## config.mk

```make
export PLATFORM = sky130hd
export DESIGN_NAME = aux_layer_ctrl
export DESIGN_NICKNAME = d
export VERILOG_FILES = /design/src/rtl/aux_layer_ctrl.sv
export SDC_FILE = /design/constraint.sdc
export NUM_CORES = 1
export LEC_CHECK = 0
export ABC_AREA = 1
export ABC_CLOCK_PERIOD_IN_PS = 3400
export CORE_ASPECT_RATIO = 0.7
export CORE_MARGIN = 3
export CORE_UTILIZATION = 59
export DETAILED_ROUTE_END_ITERATION = 10
export PLACE_DENSITY = 0.88
export REMOVE_ABC_BUFFERS = 1
export SETUP_SLACK_MARGIN = 0.1
export SYNTH_ARGS = -nofsm -noshare
export SYNTH_HDL_FRONTEND = slang
export SYNTH_SLANG_ARGS = --single-unit
```

## constraint.sdc

```tcl
create_clock -name clk -period 3.4 [get_ports clk]
set_input_delay 0.34 -clock clk [delete_from_list [all_inputs] [get_ports clk]]
set_output_delay 0.34 -clock clk [all_outputs]
set_load 0.005 [all_outputs]
```

## src/rtl/aux_layer_ctrl.sv

```systemverilog
// Auxiliary layer controller: sequences upsample (one pass) and route (up to two passes)
// layers, computing each pass's row stride with a serial shift-add multiplier.
module aux_layer_ctrl #(
    parameter int unsigned W_SIZE    = 10,
    parameter int unsigned W_CHANNEL = 11,
    parameter int unsigned IFM_AW    = 16
) (
    input  logic                          clk,
    input  logic                          rstn,
    input  logic                          i_start,
    input  logic                          i_mode,
    input  logic [W_SIZE-1:0]             i_width,
    input  logic [W_SIZE-1:0]             i_height,
    input  logic [W_CHANNEL-1:0]          i_chn_a,
    input  logic [W_CHANNEL-1:0]          i_chn_b,
    input  logic [IFM_AW-1:0]             i_base_a,
    input  logic [IFM_AW-1:0]             i_base_b,
    output logic                          o_busy,
    output logic                          o_done,
    output logic                          o_err,
    output logic                          o_pass,
    output logic [W_SIZE-1:0]             o_q_width,
    output logic [W_SIZE-1:0]             o_q_height,
    output logic [W_CHANNEL-1:0]          o_q_channel,
    output logic [W_CHANNEL-1:0]          o_q_channel_out,
    output logic [W_CHANNEL-1:0]          o_q_route_chn_offset,
    output logic [W_SIZE+W_CHANNEL-1:0]   o_q_row_stride,
    output logic [IFM_AW-1:0]             o_q_route_offset,
    output logic                          o_q_as_mode,
    output logic                          o_q_as_start,
    input  logic                          i_as_done
);

    localparam int unsigned W_STRIDE = W_SIZE + W_CHANNEL;
    localparam int unsigned W_CNT    = $clog2(W_CHANNEL + 1);
    localparam logic [W_CNT-1:0] CNT_LAST = W_CNT'(W_CHANNEL - 1);

    typedef enum logic [2:0] {
        S_IDLE, S_CHECK, S_CALC, S_ISSUE, S_WAIT, S_NEXT, S_DONE
    } state_e;

    state_e                 state_q, state_d;
    logic                   mode_q, mode_d;
    logic [W_SIZE-1:0]      width_q, width_d, height_q, height_d;
    logic [W_CHANNEL-1:0]   chn_a_q, chn_a_d, chn_b_q, chn_b_d;
    logic [IFM_AW-1:0]      base_a_q, base_a_d, base_b_q, base_b_d;
    logic                   pass_q, pass_d;
    logic [W_STRIDE-1:0]    acc_q, acc_d, mcand_q, mcand_d;
    logic [W_CHANNEL-1:0]   mplier_q, mplier_d;
    logic [W_CNT-1:0]       cnt_q, cnt_d;
    logic                   busy_q, busy_d, done_q, done_d, err_q, err_d, start_q, start_d;
    logic [W_CHANNEL-1:0]   channel_q, channel_d, chn_out_q, chn_out_d, chn_off_q, chn_off_d;
    logic [W_STRIDE-1:0]    stride_q, stride_d;
    logic [IFM_AW-1:0]      offset_q, offset_d;

    logic [W_CHANNEL:0]     chn_sum;
    logic                   cfg_bad;
    logic [W_STRIDE-1:0]    acc_add;

    // Channel sum carries one extra bit so route overflow is visible
    assign chn_sum = {1'b0, chn_a_q} + {1'b0, chn_b_q};
    assign cfg_bad = (width_q == '0) || (height_q == '0) || (chn_a_q == '0)
                   || (mode_q && chn_sum[W_CHANNEL]);
    assign acc_add = mplier_q[0] ? (acc_q + mcand_q) : acc_q;

    always_comb begin
        state_d   = state_q;
        mode_d    = mode_q;
        width_d   = width_q;
        height_d  = height_q;
        chn_a_d   = chn_a_q;
        chn_b_d   = chn_b_q;
        base_a_d  = base_a_q;
        base_b_d  = base_b_q;
        pass_d    = pass_q;
        acc_d     = acc_q;
        mcand_d   = mcand_q;
        mplier_d  = mplier_q;
        cnt_d     = cnt_q;
        done_d    = 1'b0;
        err_d     = 1'b0;
        start_d   = 1'b0;
        channel_d = channel_q;
        chn_out_d = chn_out_q;
        chn_off_d = chn_off_q;
        stride_d  = stride_q;
        offset_d  = offset_q;

        unique case (state_q)
            S_IDLE: begin
                if (i_start) begin
                    mode_d   = i_mode;
                    width_d  = i_width;
                    height_d = i_height;
                    chn_a_d  = i_chn_a;
                    chn_b_d  = i_chn_b;
                    base_a_d = i_base_a;
                    base_b_d = i_base_b;
                    pass_d   = 1'b0;
                    state_d  = S_CHECK;
                end
            end
            S_CHECK: begin
                if (cfg_bad) begin
                    err_d   = 1'b1;
                    done_d  = 1'b1;
                    state_d = S_IDLE;
                end else begin
                    channel_d = chn_a_q;
                    chn_out_d = mode_q ? chn_sum[W_CHANNEL-1:0] : chn_a_q;
                    chn_off_d = '0;
                    offset_d  = mode_q ? base_a_q : '0;
                    mcand_d   = W_STRIDE'(width_q);
                    mplier_d  = chn_a_q;
                    acc_d     = '0;
                    cnt_d     = '0;
                    state_d   = S_CALC;
                end
            end
            S_CALC: begin
                // One multiplier bit per cycle, LSB first
                acc_d    = acc_add;
                mcand_d  = mcand_q << 1;
                mplier_d = mplier_q >> 1;
                cnt_d    = cnt_q + W_CNT'(1);
                if (cnt_q == CNT_LAST) begin
                    stride_d = acc_add;
                    state_d  = S_ISSUE;
                end
            end
            S_ISSUE: begin
                start_d = 1'b1;
                state_d = S_WAIT;
            end
            S_WAIT: begin
                if (i_as_done) begin
                    if (mode_q && (chn_b_q != '0) && !pass_q) begin
                        pass_d  = 1'b1;
                        state_d = S_NEXT;
                    end else begin
                        done_d  = 1'b1;
                        state_d = S_DONE;
                    end
                end
            end
            S_NEXT: begin
                channel_d = chn_b_q;
                chn_off_d = chn_a_q;
                offset_d  = base_b_q;
                mcand_d   = W_STRIDE'(width_q);
                mplier_d  = chn_b_q;
                acc_d     = '0;
                cnt_d     = '0;
                state_d   = S_CALC;
            end
            S_DONE: state_d = S_IDLE;
            default: state_d = S_IDLE;
        endcase

        busy_d = (state_d != S_IDLE);
    end

    always_ff @(posedge clk or negedge rstn) begin
        if (!rstn) begin
            state_q   <= S_IDLE;
            mode_q    <= 1'b0;
            width_q   <= '0;
            height_q  <= '0;
            chn_a_q   <= '0;
            chn_b_q   <= '0;
            base_a_q  <= '0;
            base_b_q  <= '0;
            pass_q    <= 1'b0;
            acc_q     <= '0;
            mcand_q   <= '0;
            mplier_q  <= '0;
            cnt_q     <= '0;
            busy_q    <= 1'b0;
            done_q    <= 1'b0;
            err_q     <= 1'b0;
            start_q   <= 1'b0;
            channel_q <= '0;
            chn_out_q <= '0;
            chn_off_q <= '0;
            stride_q  <= '0;
            offset_q  <= '0;
        end else begin
            state_q   <= state_d;
            mode_q    <= mode_d;
            width_q   <= width_d;
            height_q  <= height_d;
            chn_a_q   <= chn_a_d;
            chn_b_q   <= chn_b_d;
            base_a_q  <= base_a_d;
            base_b_q  <= base_b_d;
            pass_q    <= pass_d;
            acc_q     <= acc_d;
            mcand_q   <= mcand_d;
            mplier_q  <= mplier_d;
            cnt_q     <= cnt_d;
            busy_q    <= busy_d;
            done_q    <= done_d;
            err_q     <= err_d;
            start_q   <= start_d;
            channel_q <= channel_d;
            chn_out_q <= chn_out_d;
            chn_off_q <= chn_off_d;
            stride_q  <= stride_d;
            offset_q  <= offset_d;
        end
    end

    assign o_busy               = busy_q;
    assign o_done               = done_q;
    assign o_err                = err_q;
    assign o_pass               = pass_q;
    assign o_q_width            = width_q;
    assign o_q_height           = height_q;
    assign o_q_as_mode          = mode_q;
    assign o_q_channel          = channel_q;
    assign o_q_channel_out      = chn_out_q;
    assign o_q_route_chn_offset = chn_off_q;
    assign o_q_row_stride       = stride_q;
    assign o_q_route_offset     = offset_q;
    assign o_q_as_start         = start_q;

endmodule

```

==> impl_results.md, run 1 <==
* First-pass detailed-route iteration total at 5
* Maximum number of pins on one net before global-route repair at 96
* Die height at 120.7 microns
* Die boundary width at 169.8 microns
* Element type at the critical path start: flop
* P_leak at 7.231 nW
* Die area at 20500 sq um
* Post-route DRC at 0
* Number of enable flip-flop cells after synthesis at 0
* Synth Register Bits at 210
* Number of buffers created by CTS at 21
* Mapped cell area at 11090 sq um
* Pwr/cell area at 919.9 nW/um^2
* Fraction of the yosys area taken by sequential cells at 0.4740
* Number of buffers on the longest clock path at 3
* Distinct cell type count of the synthesized netlist at 38
* Detailed Route Iter0 Violations at 1008
* Finished Cell Area at 13660 sq um
* Fraction of synthesis flops using an asynchronous set or reset pin at 1.000
* Final WS setup at 0.7647 ns
* Worst Setup End Kind: flop
* CTS clock-pin slew for the worst setup and hold paths at 0.07 ns
* Period minus WS final at 2.635 ns
* Result of the run: finished, final reports clean
* Overall power consumption at 12.57 mW
* Worst slack after detailed placement at 0.8203 ns
* Cells resized by post-CTS repair at 0
* Slack of the worst reg-to-reg path at 0.76 ns
* Largest family of logic cells by synthesized area: simple AND/OR/NAND/NOR gates
* Crit. Startpoint: chn_a_q[6]
* Leading register cell type out of synthesis: sky130_fd_sc_hd__dfrtp_1
* Area of combinational cells with multiple inputs at 5135 sq um
* Final RePlAce weighted congestion at 0.9728
* Number of fillers in the final layout at 1354
* Drt total wl at 31020 microns
* Path category of the worst min-delay check: in -> reg
* Post-CTS Setup Repair Bufs at 0
* Number of nets still failing antenna checks after routing at 0
* Min-delay src: i_width[8]
* Count of final max-slew check failures at 0
* Most common cell after layout, fill and taps aside: sky130_fd_sc_hd__nand2_1
* CTS root buffer: sky130_fd_sc_hd__clkbuf_16
* H-Tree Depth at 1
* Global route overflow at 0
* Setup-violating endpoint count in the final report at 0
* Simple-gate share of the synthesized area at 0.3676
* Share of cells above drive strength 1 at 0.07401
* Fin Clk Skew at 0.02150 ns
* Transition at the pin with the smallest max-transition slack at 0.9444 ns
* Fraction of the mapped netlist area in adder cells at 0.04086
* Finished Layout Cells at 1871
* Number of global-route vias before repair at 10010
* Tightest slew margin relative to the limit at 0.3695
* Critical path fanouts, max at 57
* Core Area at 18210 sq um
* Number of antenna diodes at 0
* Yosys warnings at 0
* Arrival time at the worst endpoint at 3.02 ns
* Final hold violations at 0
* I/O pin count at 175
* Compound-gate portion of the synthesized area at 0.04379
* Effective utilization at floorplan at 0.6087
* CP required at 3.79 ns
* Total Routing Usage GR at 0.3075
* Share of cell area taken by muxes after synthesis at 0
* Wire length per cell after detailed routing at 16.58 microns
* Insertion delay to the later sink of the worst-skew pair at 0.51 ns
* Wire length of the first global-routing pass at 50850 microns
* Commonest cells after routing, fill and taps aside: sky130_fd_sc_hd__nand2_1 (679), sky130_fd_sc_hd__dfrtp_1 (210), sky130_fd_sc_hd__clkdlybuf4s50_1 (173)
* Sequential Area at 5255 sq um
* Reg-to-Reg Start: chn_a_q[6]
* Setup repair after global routing missed its margin: false
* # placed instances at 1833
* VDD IR-drop max at 0.5734 mV
* TritonCTS Sinks at 210
* Worst Setup Path Type: reg -> reg
* XOR/XNOR share of the synthesized area at 0.01027
* Nets at 1735
* Detailed-route via count at 10420
* TritonCTS clock tree: yes
* Growth of design area from synthesis to finish at 23.23%
* Half-perimeter wire length after detailed placement at 21750 microns
* Summed negative setup slack over all endpoints at 0 ns
* Area after DPL at 12910 sq um
* Gate count after technology mapping at 1472
* Fmax at 379.5 MHz
* Average via count per standard cell at 5.567
* Number of antenna violations at the first check in global routing at 0
* Final clock period utilization by the worst path at 0.7751
* Total of buffers placed on input and output ports at 174
* Std-Cell Rows at 41
* Average footprint of a synthesized cell at 7.531 sq um
* Maximum Capacitance Violations at 0
sequential cells by signal, indices dropped and copies added, names as in the netlist, 3 cells and up:
| register | cells |
|---|---|
| cnt_q | 4 |
| base_a_q | 16 |
| mcand_q | 21 |
| o_q_channel_out | 11 |
| chn_b_q | 11 |
| acc_q | 21 |
| state_q | 3 |
| base_b_q | 16 |
| chn_a_q | 11 |
| mplier_q | 11 |
| o_q_height | 10 |
| o_q_row_stride | 21 |
| o_q_route_offset | 16 |
| o_q_width | 10 |
| o_q_channel | 11 |
| o_q_route_chn_offset | 11 |
cell type report:
cell class,count,area share
flip-flops and latches,210,0.3847
multi-input cells,1104,0.3759
repair buffers,186,0.1364
clock buffers,28,0.04332
inverters,98,0.02693
well taps,236,0.02162
clock inverters,9,0.01117
path summary, 6_finish.rpt:
path / endpoint / depth (start not counted)
worst max-delay path: mcand_q[0] / 11
worst min register to register: mplier_q[5] / 2
min in group asynchronous: o_q_row_stride[20] / 2
worst min-delay path: o_q_width[8] / 3
max in group asynchronous: base_a_q[13] / 3
worst max register to register: mcand_q[0] / 11
worst max-delay path, stage by stage, from the launching register on:
cell	delay (ns)
sky130_fd_sc_hd__dfrtp_1	0.46
sky130_fd_sc_hd__ha_1	0.42
sky130_fd_sc_hd__a21oi_1	0.21
sky130_fd_sc_hd__o21ai_1	0.11
sky130_fd_sc_hd__nand2_1	0.09
sky130_fd_sc_hd__nand3_2	0.08
sky130_fd_sc_hd__nand2_4	0.09
sky130_fd_sc_hd__nand2_2	0.07
sky130_fd_sc_hd__nand2_4	0.21
sky130_fd_sc_hd__nand2_4	0.48
sky130_fd_sc_hd__nand2_1	0.22
sky130_fd_sc_hd__nand2_1	0.08
metal layers:
metal | vias to the layer above | GRT usage | wire length (microns)
li1 | 4939 | - | -
met1 | 4928 | 0.4604 | 14080
met2 | 497 | 0.4642 | 13540
met3 | 52 | 0.06471 | 2801
met4 | 0 | 0.06742 | 592
met5 | - | 0 | 0
cell usage after synthesis, types with 17 or more instances:
| library cell | number | area share |
|---|---|---|
| sky130_fd_sc_hd__o21ai_0 | 32 | 0.014 |
| sky130_fd_sc_hd__nand2_1 | 680 | 0.23 |
| sky130_fd_sc_hd__or2_2 | 18 | 0.010 |
| sky130_fd_sc_hd__clkbuf_1 | 22 | 0.0074 |
| sky130_fd_sc_hd__dfrtp_1 | 210 | 0.47 |
| sky130_fd_sc_hd__a21oi_1 | 20 | 0.0090 |
| sky130_fd_sc_hd__ha_1 | 33 | 0.037 |
| sky130_fd_sc_hd__nand3_1 | 161 | 0.073 |
| sky130_fd_sc_hd__inv_1 | 84 | 0.028 |
| sky130_fd_sc_hd__nor2_1 | 50 | 0.017 |
| sky130_fd_sc_hd__buf_2 | 21 | 0.0095 |
| sky130_fd_sc_hd__o21ai_1 | 17 | 0.0077 |
| sky130_fd_sc_hd__nand2_2 | 31 | 0.017 |
repair_timing:
item | 4_1_cts | 5_1_grt
hold buffers | 1 | 0
hold endpoints to repair | 92 | 0
setup endpoints to repair | 0 | 0
report_power, final:
part           internal, mW  switching [mW]  leakage, nW  total, mW
clock network          1.53           0.968        0.368       2.50
registers              3.45           0.870         2.73       4.32
logic                  2.29            3.45         4.13       5.74
logic make-up (layout without fill, tap and decap cells):
family / after synthesis / after routing
DFF: 210 / 210
adders and majority gates: 35 / 35
AOI/OAI and AO/OA: 88 / 88
buffers and inverters: 158 / 321
and+or+nand+nor: 968 / 968
xor gates and xnor gates: 13 / 13
through the flow:
stage / utilization / hold WS (ns)
CTS: 0.7501 / 0.3619
floorplan: - / 0.04441
detailed placement: 0.7087 / 0.4549
global placement: 0.7087 / 0.4510
finish: 0.7501 / 0.3654
global route: 0.7501 / 0.3718
No activity file was read; power rests on OpenSTA's default activity.
==> run 2: changes to the inputs <==
Settings changed: ABC_CLOCK_PERIOD_IN_PS 3400 to 2300, CORE_UTILIZATION 59 to 49, PLACE_DENSITY 0.88 to 0.78.
Clock period 3.4 ns to 2.3 ns, I/O delays scaled along.
==> run 2 against run 1 <==
Net effect:
- sequential power up 46%
- cell count up 3.8%
- die area up 20%
- critical path depth up 2
- worst setup slack worse by 0.56 ns
- sequential share of layout area down 0.86 points
- cell area up 2.3%
- count of clock-buffer cells in the layout up 6
- core utilization down 11 points
- combinational power up 57%
- critical endpoint is now acc_q[14]
==> impl_results.md, run 2 (same netlist as run 1, synthesis figures left out) <==
* Result of the run: finished, final reports clean
* Path category of the worst min-delay check: in -> reg
* Worst Setup Path Type: reg -> reg
* Maximum Capacitance Violations at 0 (unchanged)
* Logic depth of the worst path, buffers included at 13 (+2)
* Worst Setup End Kind: flop
* Half-perimeter wire length after detailed placement at 22840 microns (+5.0%)
* VDD IR-drop max at 0.7214 mV (+26%)
* Most common cell after layout, fill and taps aside: sky130_fd_sc_hd__nand2_1
* Die area at 24490 sq um (+20%)
* CTS clock-pin slew for the worst setup and hold paths at 0.06 ns (about the same)
* Final hold violations at 0 (unchanged)
* Worst Hold Path Cells at 3 (unchanged)
* Number of global-route vias before repair at 10040 (+0.35%)
* Drt total wl at 31700 microns (+2.2%)
* Number of buffers on the longest clock path at 3 (unchanged)
* Number of antenna diodes at 0 (unchanged)
* Count of buffer and inverter cells on the critical path at 2 (+2)
* Die boundary width at 185.8 microns (+9.4%)
* Final WS setup at 0.2034 ns (-0.5613 ns)
* Setup repair after global routing missed its margin: false
* Fin Clk Skew at 0.01244 ns (-0.009056 ns)
* Final RePlAce weighted congestion at 0.9746 (+0.19%)
* Worst slack after detailed placement at 0.05900 ns (-0.7613 ns)
* Growth of design area from synthesis to finish at 26.04%
* Period minus WS final at 2.097 ns (-0.5387 ns)
* CP required at 2.70 ns (-1.09 ns)
* Commonest cells after routing, fill and taps aside: sky130_fd_sc_hd__nand2_1 (678), sky130_fd_sc_hd__dfrtp_1 (210), sky130_fd_sc_hd__clkdlybuf4s50_1 (173)
* Arrival time at the worst endpoint at 2.50 ns (-0.52 ns)
* Element type at the critical path start: flop
* Global route overflow at 0 (unchanged)
* Number of antenna violations at the first check in global routing at 0 (unchanged)
* Biggest cell delay along the critical path at 0.42 ns (-0.06 ns)
* CP max-delay cell: sky130_fd_sc_hd__dfrtp_1
* Share of cells above drive strength 1 at 0.09332 (+0.01931)
* Core Area at 21960 sq um (+21%)
* Cell count of the worst reg-to-reg path at 13 (+2)
* Number of fillers in the final layout at 1901 (+40%)
* Effective utilization at floorplan at 0.5048 (-0.1039)
* Transition at the pin with the smallest max-transition slack at 0.5280 ns (-0.4164 ns)
* H-Tree Depth at 1 (unchanged)
* Setup-violating endpoint count in the final report at 0 (unchanged)
* Die height at 131.8 microns (+9.2%)
* Final clock period utilization by the worst path at 0.9116 (+0.1365)
* First-pass detailed-route iteration total at 5 (unchanged)
* WHS at 0.2547 ns (-0.1108 ns)
* Number of buffers created by CTS at 21 (unchanged)
* I/O pin count at 175 (unchanged)
* Number of nets still failing antenna checks after routing at 0 (unchanged)
* Wire length per cell after detailed routing at 16.32 microns (-1.6%)
* Average via count per standard cell at 5.318 (-4.5%)
* TritonCTS clock tree: yes
* P_leak at 7.358 nW (+1.8%)
* Critical path fanouts, max at 4 (-93%)
* Std-Cell Rows at 45 (+9.8%)
* Count of final max-slew check failures at 0 (unchanged)
* Maximum number of pins on one net before global-route repair at 88 (-8.3%)
* Fmax at 477.0 MHz (+26%)
* Pwr/cell area at 1339 nW/um^2 (+46%)
* TritonCTS Sinks at 210 (unchanged)
* Crit-path cells: ha_4, inv_1, fa_2, inv_1, nand3_1, nand3_2, nand2_1, nand2_1, nand2_2, nand3_1, nand3_2, nand3_1, nand2_1
* Wire length of the first global-routing pass at 51650 microns (+1.6%)
* Post-route DRC at 0 (unchanged)
* Detailed Route Iter0 Violations at 966 (-4.2%)
* Insertion delay to the later sink of the worst-skew pair at 0.51 ns (about the same)
* Total of buffers placed on input and output ports at 174 (unchanged)
* CTS root buffer: sky130_fd_sc_hd__clkbuf_16
* Detailed-route via count at 10330 (-0.80%)
* Total Routing Usage GR at 0.2588 (-0.04871)
* Cell type group with the largest total delay on the critical path: simple AND/OR/NAND/NOR gates
* Nets at 1760 (+1.4%)
* Tightest slew margin relative to the limit at 0.6480 (+0.2785)
## run 2: cell count changes in the layout (fill, tap and decap cells not counted), moves of 2 or more
cell,change
sky130_fd_sc_hd__a21oi_1,-4
sky130_fd_sc_hd__a21oi_2,+4
sky130_fd_sc_hd__buf_12,+6
sky130_fd_sc_hd__buf_4,+19
sky130_fd_sc_hd__bufinv_16,-4
sky130_fd_sc_hd__clkbuf_1,+2
sky130_fd_sc_hd__clkbuf_8,+4
sky130_fd_sc_hd__ha_1,-2
sky130_fd_sc_hd__nand3_1,-2
sky130_fd_sc_hd__nand3_2,+2
## run 2: path summary, 6_finish.rpt
path / start / slack [ns] / to
max: mcand_q[0] / 0.20 / acc_q[14]
max reg2reg: mcand_q[0] / 0.20 / acc_q[14]
min in group asynchronous: rstn / 0.26 / o_q_width[4]
min reg2reg: mplier_q[4] / 0.47 / mplier_q[4]
min: i_base_b[10] / 0.25 / base_b_q[10]
max in group asynchronous: rstn / 1.36 / base_a_q[13]
## run 2: metrics by stage
| stage | area [sq um] | total power [mW] | std cells | TNS [ns] | utilization |
|---|---|---|---|---|---|
| floorplan | 10750 | 11.34 | 1412 | -73.28 | - |
| global placement | 13210 | 14.88 | 1902 | 0 | 0.6017 |
| detailed placement | 13210 | 15.12 | 1902 | 0 | 0.6017 |
| CTS | 13920 | 18.63 | 1942 | 0 | 0.6338 |
| global route | 13970 | 20.11 | 1943 | 0 | 0.6363 |
| finish | 13970 | 18.72 | 1943 | 0 | 0.6363 |
## run 2: cell type report
cell class | instances | area [sq um] | area share
Clock buffer | 34 | 654.4 | 0.04683
Clock inverter | 4 | 26.28 | 0.001881
Inverter | 98 | 372.9 | 0.02669
Multi-Input combinational cell | 1104 | 5185 | 0.3711
Sequential cell | 210 | 5255 | 0.3761
Tap cell | 282 | 352.8 | 0.02525
Timing Repair Buffer | 211 | 2126 | 0.1521
## run 2: tightest hold or removal path, stage by stage
cell and delay [ns]:
sky130_fd_sc_hd__clkdlybuf4s50_1 0.39, sky130_fd_sc_hd__nand2_1 0.06, sky130_fd_sc_hd__nand2_1 0.04
## run 2: what timing repair did
action / 4_1_cts / 5_1_grt
hold buffers: 1 / 0
gates cloned: 0 / 0
setup endpoints to repair: 3 / 53
hold endpoints to repair: 53 / 0
buffers inserted: 1 / 1
gates resized for setup: 2 / 14
## run 2: report_power, final
group / internal [mW] / total (mW) / switching, mW
clock: 1.95 / 3.42 / 1.47
sequential: 5.11 / 6.29 / 1.18
combinational: 3.71 / 9.01 / 5.29
## run 2: per-layer routing
layer	track usage	part of all wire	vias up
met4	0.04299	0.016	0
met5	0	0	-
li1	-	-	5007
met3	0.05929	0.084	47
met1	0.3992	0.48	4893
met2	0.3791	0.42	386
==> run 3: changes to the inputs <==
Settings changed: CTS_CLUSTER_SIZE set to 25.
==> results of run 3 <==
No change in the layout: final DEF, timing and power equal those of run 2.
